### src/rtl/lsu_pkg.sv
// lsu_pkg: shared state encoding, RV32I funct3 and fault-cause constants for the LSU.
package lsu_pkg;
   typedef enum logic [1:0] {S_IDLE = 2'd0, S_READ = 2'd1, S_WRITE = 2'd2, S_RESP = 2'd3} state_t;
   localparam logic [2:0] F3_B  = 3'b000;
   localparam logic [2:0] F3_H  = 3'b001;
   localparam logic [2:0] F3_W  = 3'b010;
   localparam logic [2:0] F3_BU = 3'b100;
   localparam logic [2:0] F3_HU = 3'b101;
   localparam logic [1:0] CAUSE_NONE     = 2'b00;
   localparam logic [1:0] CAUSE_MISALIGN = 2'b01;
   localparam logic [1:0] CAUSE_ILLEGAL  = 2'b10;
   localparam logic [1:0] CAUSE_RANGE    = 2'b11;
   function automatic logic f3_illegal(input logic write, input logic [2:0] f3);
      return write ? (f3 > F3_W) : (f3 == 3'b011 || f3 == 3'b110 || f3 == 3'b111);
   endfunction
   function automatic logic f3_misaligned(input logic [2:0] f3, input logic [1:0] lo);
      return (f3[1:0] == 2'b01 && lo[0]) || (f3[1:0] == 2'b10 && lo != 2'b00);
   endfunction
endpackage

### src/rtl/lsu_lane_align.sv
// lsu_lane_align: extracts and extends the addressed byte/half of a loaded word,
// and merges store data into the addressed lane of a previously read word.
module lsu_lane_align
   import lsu_pkg::*;
#(
   parameter int XLEN = 32
) (
   input  logic [2:0]      i_funct3,
   input  logic [1:0]      i_addr_lo,
   input  logic [XLEN-1:0] i_rdata,
   input  logic [XLEN-1:0] i_merge,
   input  logic [XLEN-1:0] i_wdata,
   output logic [XLEN-1:0] o_load,
   output logic [XLEN-1:0] o_store
);
   logic [4:0]      w_bshift;
   logic [4:0]      w_hshift;
   logic [7:0]      w_byte;
   logic [15:0]     w_half;
   logic            w_sext;
   logic [XLEN-1:0] w_bmask;
   logic [XLEN-1:0] w_hmask;
   assign w_bshift = {i_addr_lo, 3'b000};
   assign w_hshift = {i_addr_lo[1], 4'b0000};
   assign w_byte   = 8'(i_rdata >> w_bshift);
   assign w_half   = 16'(i_rdata >> w_hshift);
   assign w_sext   = ~i_funct3[2];
   assign w_bmask  = XLEN'(8'hFF) << w_bshift;
   assign w_hmask  = XLEN'(16'hFFFF) << w_hshift;
   assign o_load = (i_funct3[1:0] == 2'b00) ? {{(XLEN-8){w_sext & w_byte[7]}}, w_byte}
                 : (i_funct3[1:0] == 2'b01) ? {{(XLEN-16){w_sext & w_half[15]}}, w_half}
                 : i_rdata;
   assign o_store = (i_funct3[1:0] == 2'b00) ? (i_merge & ~w_bmask) | (XLEN'(i_wdata[7:0]) << w_bshift)
                  : (i_funct3[1:0] == 2'b01) ? (i_merge & ~w_hmask) | (XLEN'(i_wdata[15:0]) << w_hshift)
                  : i_wdata;
endmodule

### src/rtl/lsu_mem_stage.sv
// lsu_mem_stage: RV32I load/store unit turning byte/half/word accesses into word accesses.
// Define LSU_RANGE_CHECK_EN to fault addresses beyond the memory instead of wrapping.
module lsu_mem_stage
   import lsu_pkg::*;
#(
   parameter int ADDR_W = 8,
   parameter int XLEN   = 32
) (
   input  logic              clk,
   input  logic              rst_n,
   input  logic              req_valid,
   output logic              req_ready,
   input  logic              req_write,
   input  logic [2:0]        req_funct3,
   input  logic [XLEN-1:0]   req_addr,
   input  logic [XLEN-1:0]   req_wdata,
   input  logic [4:0]        req_rd,
   output logic [ADDR_W-1:0] mem_addr,
   output logic [XLEN-1:0]   mem_wdata,
   output logic              mem_we,
   input  logic [XLEN-1:0]   mem_rdata,
   output logic              stall,
   output logic              resp_valid,
   output logic [XLEN-1:0]   resp_rdata,
   output logic [4:0]        resp_rd,
   output logic              resp_err,
   output logic [1:0]        resp_cause
);
   state_t            r_state;
   state_t            w_next;
   logic              r_write;
   logic [2:0]        r_funct3;
   logic [ADDR_W+1:0] r_addr;
   logic [XLEN-1:0]   r_wdata;
   logic [4:0]        r_rd;
   logic [XLEN-1:0]   r_merge;
   logic [XLEN-1:0]   r_resp_rdata;
   logic [4:0]        r_resp_rd;
   logic              r_resp_err;
   logic [1:0]        r_resp_cause;
   logic              w_accept;
   logic              w_illegal;
   logic              w_misalign;
   logic              w_range;
   logic              w_fault;
   logic [1:0]        w_cause;
   logic [XLEN-1:0]   w_load;
   logic [XLEN-1:0]   w_store;
   assign w_accept   = req_valid & req_ready;
   assign w_illegal  = f3_illegal(req_write, req_funct3);
   assign w_misalign = f3_misaligned(req_funct3, req_addr[1:0]);
`ifdef LSU_RANGE_CHECK_EN
   assign w_range = |req_addr[XLEN-1:ADDR_W+2];
`else
   logic w_unused_hi;
   assign w_unused_hi = |req_addr[XLEN-1:ADDR_W+2];
   assign w_range     = 1'b0;
`endif
   assign w_fault = w_illegal | w_misalign | w_range;
   assign w_cause = w_illegal ? CAUSE_ILLEGAL : w_misalign ? CAUSE_MISALIGN : CAUSE_RANGE;
   lsu_lane_align #(.XLEN(XLEN)) u_align (
      .i_funct3 (r_funct3),
      .i_addr_lo(r_addr[1:0]),
      .i_rdata  (mem_rdata),
      .i_merge  (r_merge),
      .i_wdata  (r_wdata),
      .o_load   (w_load),
      .o_store  (w_store)
   );
   always_ff @(posedge clk or negedge rst_n) begin
      if (!rst_n) r_state <= S_IDLE;
      else        r_state <= w_next;
   end
   always_comb begin
      w_next = r_state;
      case (r_state)
         S_IDLE:  if (w_accept) w_next = w_fault ? S_RESP
                                       : (req_write && req_funct3 == F3_W) ? S_WRITE : S_READ;
         S_READ:  w_next = r_write ? S_WRITE : S_RESP;
         S_WRITE: w_next = S_RESP;
         default: w_next = S_IDLE;
      endcase
   end
   always_comb begin
      req_ready  = (r_state == S_IDLE);
      stall      = req_valid & ~req_ready;
      mem_we     = (r_state == S_WRITE);
      mem_addr   = (r_state == S_READ || r_state == S_WRITE) ? r_addr[ADDR_W+1:2] : '0;
      mem_wdata  = mem_we ? w_store : '0;
      resp_valid = (r_state == S_RESP);
      resp_rdata = r_resp_rdata;
      resp_rd    = r_resp_rd;
      resp_err   = r_resp_err;
      resp_cause = r_resp_cause;
   end
   // Response fields are cleared on accept so stores and faults report zero data.
   always_ff @(posedge clk or negedge rst_n) begin
      if (!rst_n) begin
         r_write      <= 1'b0;
         r_funct3     <= '0;
         r_addr       <= '0;
         r_wdata      <= '0;
         r_rd         <= '0;
         r_merge      <= '0;
         r_resp_rdata <= '0;
         r_resp_rd    <= '0;
         r_resp_err   <= 1'b0;
         r_resp_cause <= CAUSE_NONE;
      end else begin
         if (w_accept) begin
            r_write      <= req_write;
            r_funct3     <= req_funct3;
            r_addr       <= req_addr[ADDR_W+1:0];
            r_wdata      <= req_wdata;
            r_rd         <= req_rd;
            r_resp_rdata <= '0;
            r_resp_rd    <= req_write ? 5'd0 : req_rd;
            r_resp_err   <= w_fault;
            r_resp_cause <= w_fault ? w_cause : CAUSE_NONE;
         end
         if (r_state == S_READ && !r_write) r_resp_rdata <= w_load;
         if (r_state == S_READ && r_write)  r_merge      <= mem_rdata;
      end
   end
endmodule

### config.mk
export PLATFORM = sky130hd
export DESIGN_NAME = lsu_mem_stage
export DESIGN_NICKNAME = d
export VERILOG_FILES = /design/src/rtl/lsu_pkg.sv /design/src/rtl/lsu_lane_align.sv /design/src/rtl/lsu_mem_stage.sv
export SDC_FILE = /design/constraint.sdc
export NUM_CORES = 1
export LEC_CHECK = 0
export ABC_AREA = 1
export CORE_AREA = 2 2 125 127
export CTS_CLUSTER_DIAMETER = 200
export DETAILED_ROUTE_END_ITERATION = 16
export DIE_AREA = 0 0 127 129
export GPL_TIMING_DRIVEN = 0
export PLACE_DENSITY_LB_ADDON = 0.05
export SLEW_MARGIN = 25
export SYNTH_ARGS = -nofsm -noshare
export SYNTH_HDL_FRONTEND = slang
export SYNTH_SLANG_ARGS = --single-unit
### constraint.sdc
create_clock -name clk -period 1.47 [get_ports clk]
set_input_delay 0.147 -clock clk [delete_from_list [all_inputs] [get_ports clk]]
set_output_delay 0.147 -clock clk [all_outputs]
set_load 0.01 [all_outputs]
=== Yosys cells after proc, flatten, opt, wreduce, memory -nomap -nowiden ===
Index checks and enable logic that the tools add are counted.

* Magnitude comparators: 1
* Equality and inequality tests: 11
* Shift operators: 6
* Mux-type cells: 18
* Bitwise operators: 13
* Reductions and logical operators: 14

{| class="wikitable"
|+ Operator list
! operator !! count
|-
| $mux 32 || 7
|-
| $and 32x32->32 || 2
|-
| $not 32->32 || 2
|-
| $or 32x32->32 || 2
|-
| $shl 16x5->32 || 1
|-
| $shl 16x5->32 const A || 1
|-
| $shl 8x5->32 || 1
|-
| $shl 8x5->32 const A || 1
|-
| $shr 32x5->16 || 1
|-
| $shr 32x5->8 || 1
|-
| $mux 2 || 6
|-
| $mux 8 || 1
|-
| $eq 2x1->1 const B || 3
|-
| $eq 2x2->1 const B || 3
|-
| $eq 3x2->1 const B || 2
|-
| $eq 3x3->1 const B || 2
|-
| $pmux 2 s3 || 1
|-
| $logic_and 1x1->1 || 5
|-
| $mux 5 || 1
|-
| $and 1x1->1 || 4
|-
| $logic_not 2->1 || 2
|-
| $logic_or 1x1->1 || 4
|-
| $reduce_bool 2->1 || 2
|-
| $gt 3x2->1 const B || 1
|-
| 5 further kinds || 7
|}

* Register bits after elaboration: 120
* Input bits: 108
* Output and inout port bits: 84
* Logic and storage cells: 73

=== Longest topological paths before layout ===
Gate-level depths: netlist of the first run.

* Depth after elaboration: 8
* Mapped depth: 11
* Depth with buffers taken out: 9

=== Hierarchy ===
A second synthesis of the first run with hierarchy kept.

* Cell total of the unflattened synthesis: 981
* Area, all modules: 6904.1 sq um

{| class="wikitable"
|+ By module, submodules not included
! module !! instances !! cells an instance !! area each (sq um) !! sequential area each (sq um)
|-
| lsu_mem_stage || 1 || 550 || 5026.1 || 3002.9
|-
| lsu_lane_align || 1 || 431 || 1878.1 || 0.0
|}

=== Least setup slack after synthesis of the first run ===
OpenSTA, ideal clock, no wires.

* Path type: register to output
* From: register r_state[0]
* To: output mem_wdata[25]
* Data arrival time: 1510 ps
* Required time: 1323 ps
* Setup slack: -187 ps
* Cell stages (with the launch flop): 6
* Path buffers: 1
* Cell sequence: dfrtp_1 -> inv_1 -> ha_1 -> clkbuf_1 -> o21ai_0 -> nor4_1

* Cells in the longest elaborated chain, start to end: 2

{| class="wikitable"
|+ RTL lines
! what !! RTL line !! RTL
|-
| start, declared || lsu_mem_stage.sv:29 || <nowiki>state_t r_state;</nowiki>
|-
| start signal, assigned || lsu_mem_stage.sv:72 || <nowiki>else r_state <= w_next;</nowiki>
|-
| $eq 2x2->1 || lsu_mem_stage.sv:87 || <nowiki>mem_we = (r_state == S_WRITE);</nowiki>
|-
| named net mem_we || lsu_mem_stage.sv:20 || <nowiki>output logic mem_we,</nowiki>
|-
| $mux 32 || lsu_mem_stage.sv:89 || <nowiki>mem_wdata = mem_we ? w_store : '0;</nowiki>
|-
| end, declared || lsu_mem_stage.sv:19 || <nowiki>output logic [XLEN-1:0] mem_wdata,</nowiki>
|}

The timed path passes the listed nets, and every way through them passes these cells.

=== Worst setup path after layout of the first run ===
* From: register r_funct3[0]
* To: output mem_wdata[15]

* Cells in the longest elaborated chain, start to end: 4
* Elaborated cells on any way between the ends: 5
* Classes of those cells: eq/ne (1); mux (3); reduce/logical (1)

{| class="wikitable"
|+ RTL lines
! what !! RTL line !! RTL
|-
| start, declared || lsu_mem_stage.sv:32 || <nowiki>logic [2:0] r_funct3;</nowiki>
|-
| start signal, assigned || lsu_mem_stage.sv:112 || <nowiki>r_funct3 <= req_funct3;</nowiki>
|-
| $eq 2x1->1 || lsu_lane_align.sv:34 || <nowiki>: (i_funct3[1:0] == 2'b01) ? (i_merge & ~w_hmask) | (XLEN'(i_wdata[15:0]) << w_hshift)</nowiki>
|-
| $mux 32 || lsu_lane_align.sv:34 ||
|-
| $mux 32 (*) || lsu_lane_align.sv:33 || <nowiki>assign o_store = (i_funct3[1:0] == 2'b00) ? (i_merge & ~w_bmask) | (XLEN'(i_wdata[7:0]) << w_bshift)</nowiki>
|-
| $mux 32 (*) || lsu_mem_stage.sv:89 ||
|}

Every way passes the cells marked *; elsewhere a longest branch is shown, timed or not.

==> results of run 1 <==
## worst register-to-register path: cells and delay by family, from the launching register on
family | cells | cell delay, ns
DFF | 1 | 0.45
buffers and inverters | 5 | 0.66
and+or+nand+nor | 5 | 0.35
AOI/OAI and AO/OA | 1 | 0.14
## cell usage in the layout (no fill, tap or decap), types with 5 or more instances in the layout
cell	count
a22o_1	6
a22oi_1	7
clkbuf_4	5
nor2_1	79
o21ai_0	40
o21ai_1	26
buf_2	37
buf_8	20
nand2_8	6
nor2_2	10
dlygate4sd2_1	16
inv_1	64
o211ai_1	6
a21oi_1	25
nand3_2	15
nand2_4	9
nand3_1	22
inv_2	5
a31oi_4	5
nor2_4	7
dlymetal6s2s_1	23
o21ai_2	17
nand2_1	242
clkbuf_16	24
a21oi_2	12
clkdlybuf4s50_1	85
buf_4	43
dfrtp_1	118
buf_6	52
nor3_2	8
nand2_2	36
a211oi_2	6
## registers in the layout, indices dropped and copies added, names as in the netlist
signal / flops
resp_rdata: 32
r_addr: 10
resp_rd: 5
r_funct3: 3
r_merge: 32
r_write: 1
r_wdata: 32
r_state: 2
resp_err: 1
resp_cause: 2
## what timing repair did
item	4_1_cts	5_1_grt
setup endpoints to repair	178	167
pin swaps	42	51
hold buffers	1	0
cloned	6	9
setup buffers	50	20
resized for setup	411	210
endpoints found under the hold margin	59	0
## area by class of cell
| type | count | area [µm²] | area share, % |
|---|---|---|---|
| inverters | 77 | 328 | 3.04 |
| plain buffers | 46 | 568 | 5.27 |
| clock inverters | 8 | 97.6 | 0.906 |
| multi-input cells | 615 | 3600 | 33.4 |
| flip-flops and latches | 120 | 3010 | 27.9 |
| well taps | 188 | 235 | 2.18 |
| clock buffers | 23 | 468 | 4.34 |
| repair buffers | 253 | 2480 | 23.0 |
## per-layer routing
layer | up-vias | GRT usage [%] | wire (µm)
met5 | - | 0 | 0
met3 | 73 | 7.40 | 2290
met1 | 3464 | 36.4 | 9850
li1 | 3306 | - | -
met2 | 400 | 46.5 | 12200
met4 | 0 | 10.0 | 769
## final timing paths
check | from | depth (start not counted) | endpoint | slack, ns
worst max-delay path | r_funct3[0] | 7 | mem_wdata[15] | -0.60
worst min-delay path | rst_n | 2 | r_wdata[17] | 0.23
worst max register to register | r_funct3[1] | 11 | resp_rdata[0] | -0.24
worst min register to register | resp_rdata[8] | 2 | resp_rdata[8] | 0.47
max in group asynchronous | rst_n | 3 | r_funct3[1] | 0.55
min in group clk | req_addr[4] | 3 | r_addr[4] | 0.25
## where the power goes
part           internal [µW]  total (µW)  switching [µW]
Sequential              4830        6200            1370
Combinational           7110       15400            8300
Clock                   2560        4060            1500
Total                  14500       25700           11200
## stage by stage
| step | setup TNS [ns] | total power (µW) | instance area, µm² | std cells | setup slack, ns |
|---|---|---|---|---|---|
| after floorplan | -0.0501 | 11700 | 6410 | 859 | -0.0205 |
| after global placement | -603.71 | 16100 | 8340 | 1216 | -5.01 |
| after detailed placement | -65.23 | 16200 | 8370 | 1217 | -0.770 |
| after CTS | -20.10 | 22800 | 9890 | 1304 | -0.535 |
| after global routing | -34.29 | 27000 | 10800 | 1330 | -0.654 |
| final | -27.28 | 25700 | 10800 | 1330 | -0.603 |
## logic make-up (layout without fill, tap and decap cells)
logic type                 after synthesis  count (layout)  share of synthesized area, %
buffers and inverters                  125             407                          8.07
adders and majority gates                4               4                         0.791
AOI/OAI and AO/OA                      159             159                          14.1
muxes                                    1               1                         0.178
and+or+nand+nor                        450             451                          29.4
DFF                                    120             120                          47.5
==> results.ini, run 1 <==
[run_status]
status = complete, but fails checks
violations = setup timing

[timing]
fmax_ghz = 0.482
final_max_slew_viol_count = 0
finalClockSkew_ns = 0.00435
hold_ws_ns = 0.229
min_period_over_period_pct = 141
slew_headroom_pct = 68.0
finalCriticalPeriod_ns = 2.07
setup_viol_count_final = 115
rsz0062_at_grt = true
hold_viol_final = 0
setup_ws_ns = -0.603
tightestPinTransition_ns = 0.480

[synthesis]
yosys-top-cells-area = dfrtp_1, nand2_1, o21ai_0
yosysUniqueCellTypes = 38
synth_ff_type = dfrtp_1
synth-seq-cells = 120
ys_seq_area_share_pct = 47.5
synth_fp_nets = 971
syn_area_mm2 = 0.00633
yosys_warnings = 0
synth_top_area_share_pct = 47.5
synth_most_common_cell = nand2_1
post_synth.cell_area_avg_um2 = 7.37
ys_top_cells_by_count = nand2_1, dfrtp_1, nor2_1
synthArstFlopShare_pct = 100
synthCells = 859
yosys.area.top_type = dfrtp_1
synth-edff-count = 0

[route]
routed_wirelength_um = 25100
antenna_left = 0
vias_per_cell = 5.45
via_count = 7243
drt_first_pass_iters = 6
wl_per_cell_um = 18.8
drc = 0
dr.first_iter.drc_count = 683

[floorplan]
die_area_mm2 = 0.0164
row_count = 45
die_h_um = 129
die_width_um = 127
initial_utilization_pct = 42.2
num_io_pins = 192
core_mm2 = 0.0150

[power_and_ir_drop]
p_leak_uw = 0.00562
ir_worst_vdd_uv = 1240
power_density_mw_per_mm2 = 2380

[setup_path]
cp_num_buf_inv = 2
critPathMaxFanout = 6
critPathMaxStageDelay_ns = 0.47
end_kind = output port
crit_type = reg2out
path_delay_family = simple AND/OR/NAND/NOR gates
cp-start-kind = flop
critPathSlowestCell = dfrtp_2
cp_common_cell = nor2_8
cp_cell_sequence = nand2_8, nor2_8, nor2_8, buf_6, nand2_2, a31oi_2, buf_2
cp.required_ns = 1.32
cp.arrival_ns = 1.93

[final_layout]
fill_cells = 1125
area_delta_synth_final_pct = 70.3
final_nets = 1242
final_util_pct = 72.0
drive_gt1_share_pct = 32.1
n_antenna_cell = 0

[clocking]
root_buffer = clkbuf_16
path_clk_slew_ns = 0.06
cts.htree.levels = 4
clkLatencyLatePin_ns = 0.42
clock_path_buffers = 2
tritoncts = yes
cts.sinks = 120
cts_made_buffers = 17

[global_routing]
antenna_found_initial = 0
grt_max_degree = 62
grt_pass1_wl_um = 35300
globalRouteTotalUtil_pct = 28.3
grt_pass1_vias = 6628
grt-ovfl-total = 0

[placed_design]
place_congestion = 0.939
dp.final_hpwl_um = 15800
portBuffers = 169

[run]
maxCapViolCount = 0

[hold_path]
hold_class = in2async

(Power assumes the default switching activity.)
==> run 2: changes to the inputs <==
- CORE_AREA: 2 2 125 127 -> 2 2 118 120
- DIE_AREA: 0 0 127 129 -> 0 0 120 122
- clock period: 1.47 -> 2.2 ns (I/O delays scaled with it)
==> run 2 against run 1 <==
Against the previous run:
- the run now ends clean
- total power decreased by 46%
- combinational power down 54%
- clock skew is 0.0056 ns higher
- via count shrank 9.7%
- critical path depth is the same
- utilization is 4.8 points lower
- first-iteration DRC count rose by 6.1%
- sequential power shrank 35%
- clock power is 31% lower
- hold slack improved by 0.055 ns
- die area is 11% lower
- count of clock-buffer cells in the layout down 4
==> results.ini, run 2 (synthesis gave the netlist of run 1 again) <==
[global_routing]
globalRouteTotalUtil_pct = 29.2  ; +0.95 points
grt_pass1_vias = 6288  ; -5.1%
antenna_found_initial = 0  ; unchanged
grt_max_degree = 73  ; +18%
grt-ovfl-total = 0  ; unchanged
grt_pass1_wl_um = 32500  ; -7.9%

[timing]
setup_viol_count_final = 0  ; -100%
finalSetupTns_ns = 0  ; +27.28 ns
finalCriticalPeriod_ns = 2.17
tightestPinTransition_ns = 0.534  ; +0.0539 ns
hold_viol_final = 0  ; unchanged
slew_headroom_pct = 64.4  ; -3.6 points
setup_ws_ns = 0.0324  ; +0.635 ns
final_max_slew_viol_count = 0  ; unchanged
fmax_ghz = 0.461
rsz0062_at_grt = true
finalClockSkew_ns = 0.00996  ; +0.00560 ns
min_period_over_period_pct = 98.5

[power_and_ir_drop]
comb_power_share_pct = 51.2  ; -8.8 points
p_leak_uw = 0.00455  ; -19%
swShare_pct = 42.9  ; -0.63 points
power_frac_clock_pct = 20.0  ; +4.2 points
ir_worst_vdd_uv = 809  ; -35%
p_switching_uw = 5990  ; -46%
p_int_uw = 7980  ; -45%
seq_power_share_pct = 28.7  ; +4.5 points
power_density_mw_per_mm2 = 1540  ; -35%

[final_layout]
mostFrequentLayoutCell = nand2_1
n_antenna_cell = 0  ; unchanged
layoutNonFillerInstCount = 1255  ; -5.6%
final_area_mm2 = 0.00907  ; -16%
area_delta_synth_final_pct = 43.4
final_nets = 1174  ; -5.5%
layout_common_cells = nand2_1, clkdlybuf4s50_1, dfrtp_1
drive_gt1_share_pct = 13.5  ; -19 points

[clocking]
tritoncts = yes
cts.sinks = 120  ; unchanged
cts_made_buffers = 17  ; unchanged
path_clk_slew_ns = 0.06  ; about the same
cts.htree.levels = 4  ; unchanged
clkLatencyLatePin_ns = 0.42  ; about the same
root_buffer = clkbuf_16
clock_path_buffers = 2  ; unchanged

[setup_path]
crit_start = r_addr[0]
critPathMaxStageDelay_ns = 0.37  ; -0.10 ns
cp-start-kind = flop
critPathSlowestCell = dfrtp_1
end_kind = output port
cp_cell_sequence = clkbuf_8, nand2_4, inv_1, o21ai_0, a21oi_1, nor3_2, dlygate4sd2_1
crit_type = reg2out
cp.arrival_ns = 1.95  ; +0.02 ns
timing.rr.start = r_state[1]
critPathMaxFanout = 8  ; +2
cp.required_ns = 1.98  ; +0.66 ns
path_delay_family = buffers and inverters
cp_num_buf_inv = 3  ; +1

[route]
dr.first_iter.drc_count = 725  ; +6.1%
routed_wirelength_um = 21000  ; -16%
vias_per_cell = 5.21  ; -4.4%
wl_per_cell_um = 16.8  ; -11%
via_count = 6537  ; -9.7%
drc = 0  ; unchanged
drt_first_pass_iters = 5  ; -1
antenna_left = 0  ; unchanged

[placed_design]
portBuffers = 169  ; unchanged
dp.cells = 1209  ; -0.66%
dpl-instance-area_mm2 = 0.00828  ; -1.1%
dp.final_hpwl_um = 15500  ; -1.9%
place_congestion = 0.920  ; -2.1%
post-place-ws_ns = -0.292  ; +0.478 ns

[floorplan]
num_io_pins = 192  ; unchanged
die_h_um = 122  ; -5.4%
die_area_mm2 = 0.0146  ; -11%
initial_utilization_pct = 46.9  ; +4.6 points
core_mm2 = 0.0135  ; -9.8%
row_count = 43  ; -4.4%
die_width_um = 120  ; -5.5%

[hold_path]
hold_class = in2async

[run]
maxCapViolCount = 0  ; unchanged

[run_status]
status = finished, final reports clean

-- run 2: cell types whose count changed in the layout (fill, tap and decap cells not counted), moves of 15 or more --
| cell | delta |
|---|---|
| dlymetal6s2s_1 | -22 |
| o21ai_1 | -19 |
| nand2_1 | +42 |
| nand3_1 | +19 |
| buf_6 | -46 |
| buf_4 | -25 |
| buf_8 | -18 |
| o21ai_2 | -16 |
| clkdlybuf4s50_1 | +50 |
| nand2_2 | -31 |
| o21ai_0 | +36 |
| nand3_2 | -15 |
-- run 2: path summary, 6_finish.rpt --
| kind | slack (ns) | cells after the start | to |
|---|---|---|---|
| min reg2reg | 0.47 | 2 | r_wdata[24] |
| max in group asynchronous | 1.21 | 3 | resp_rdata[23] |
| min in group clk | 0.33 | 3 | r_addr[3] |
| max | 0.03 | 7 | mem_wdata[27] |
| min | 0.28 | 2 | r_wdata[17] |
| max reg2reg | 0.16 | 8 | resp_rdata[10] |
-- run 2: area by class of cell --
type,count,area [µm²]
tap,180,225
clock buffer,19,433
buffer,44,269
fill,1165,4430
timing repair buffer,188,1730
sequential,120,3010
clock inverter,13,154
multi-input combinational,614,2960
inverter,77,302
-- run 2: through the flow --
stage	hold WS, ns	utilization (%)	total power, µW
floorplan	-0.0756	-	7700
global placement	0.464	61.0	10600
detailed placement	0.146	61.3	10700
CTS	0.302	67.0	13800
global route	0.320	67.2	14900
finish	0.284	67.2	14000
-- run 2: power groups by stage --
stage,Combinational (µW),Sequential [µW],Clock (µW)
2_1_floorplan,3820,3880,0
3_3_place_gp,6590,3990,0
3_5_place_dp,6700,3980,0
4_1_cts,6980,3970,2800
5_1_grt,7900,4100,2910
6_report,7160,4010,2800
-- run 2: what timing repair did --
item	CTS	global route
gates resized for setup	140	46
pin swaps	13	11
buffers inserted	13	4
endpoints found under the hold margin	48	0
setup endpoints to repair	40	39
hold buffers	1	0
-- run 2: per-layer routing --
metal | vias up | wire length, µm | track usage [%] | share of wire, %
met1 | 3059 | 9000 | 38.8 | 43
li1 | 3165 | - | - | -
met3 | 39 | 1610 | 7.16 | 7.7
met2 | 274 | 9900 | 46.8 | 47
met5 | - | 0 | 0 | 0
met4 | 0 | 514 | 10.2 | 2.4
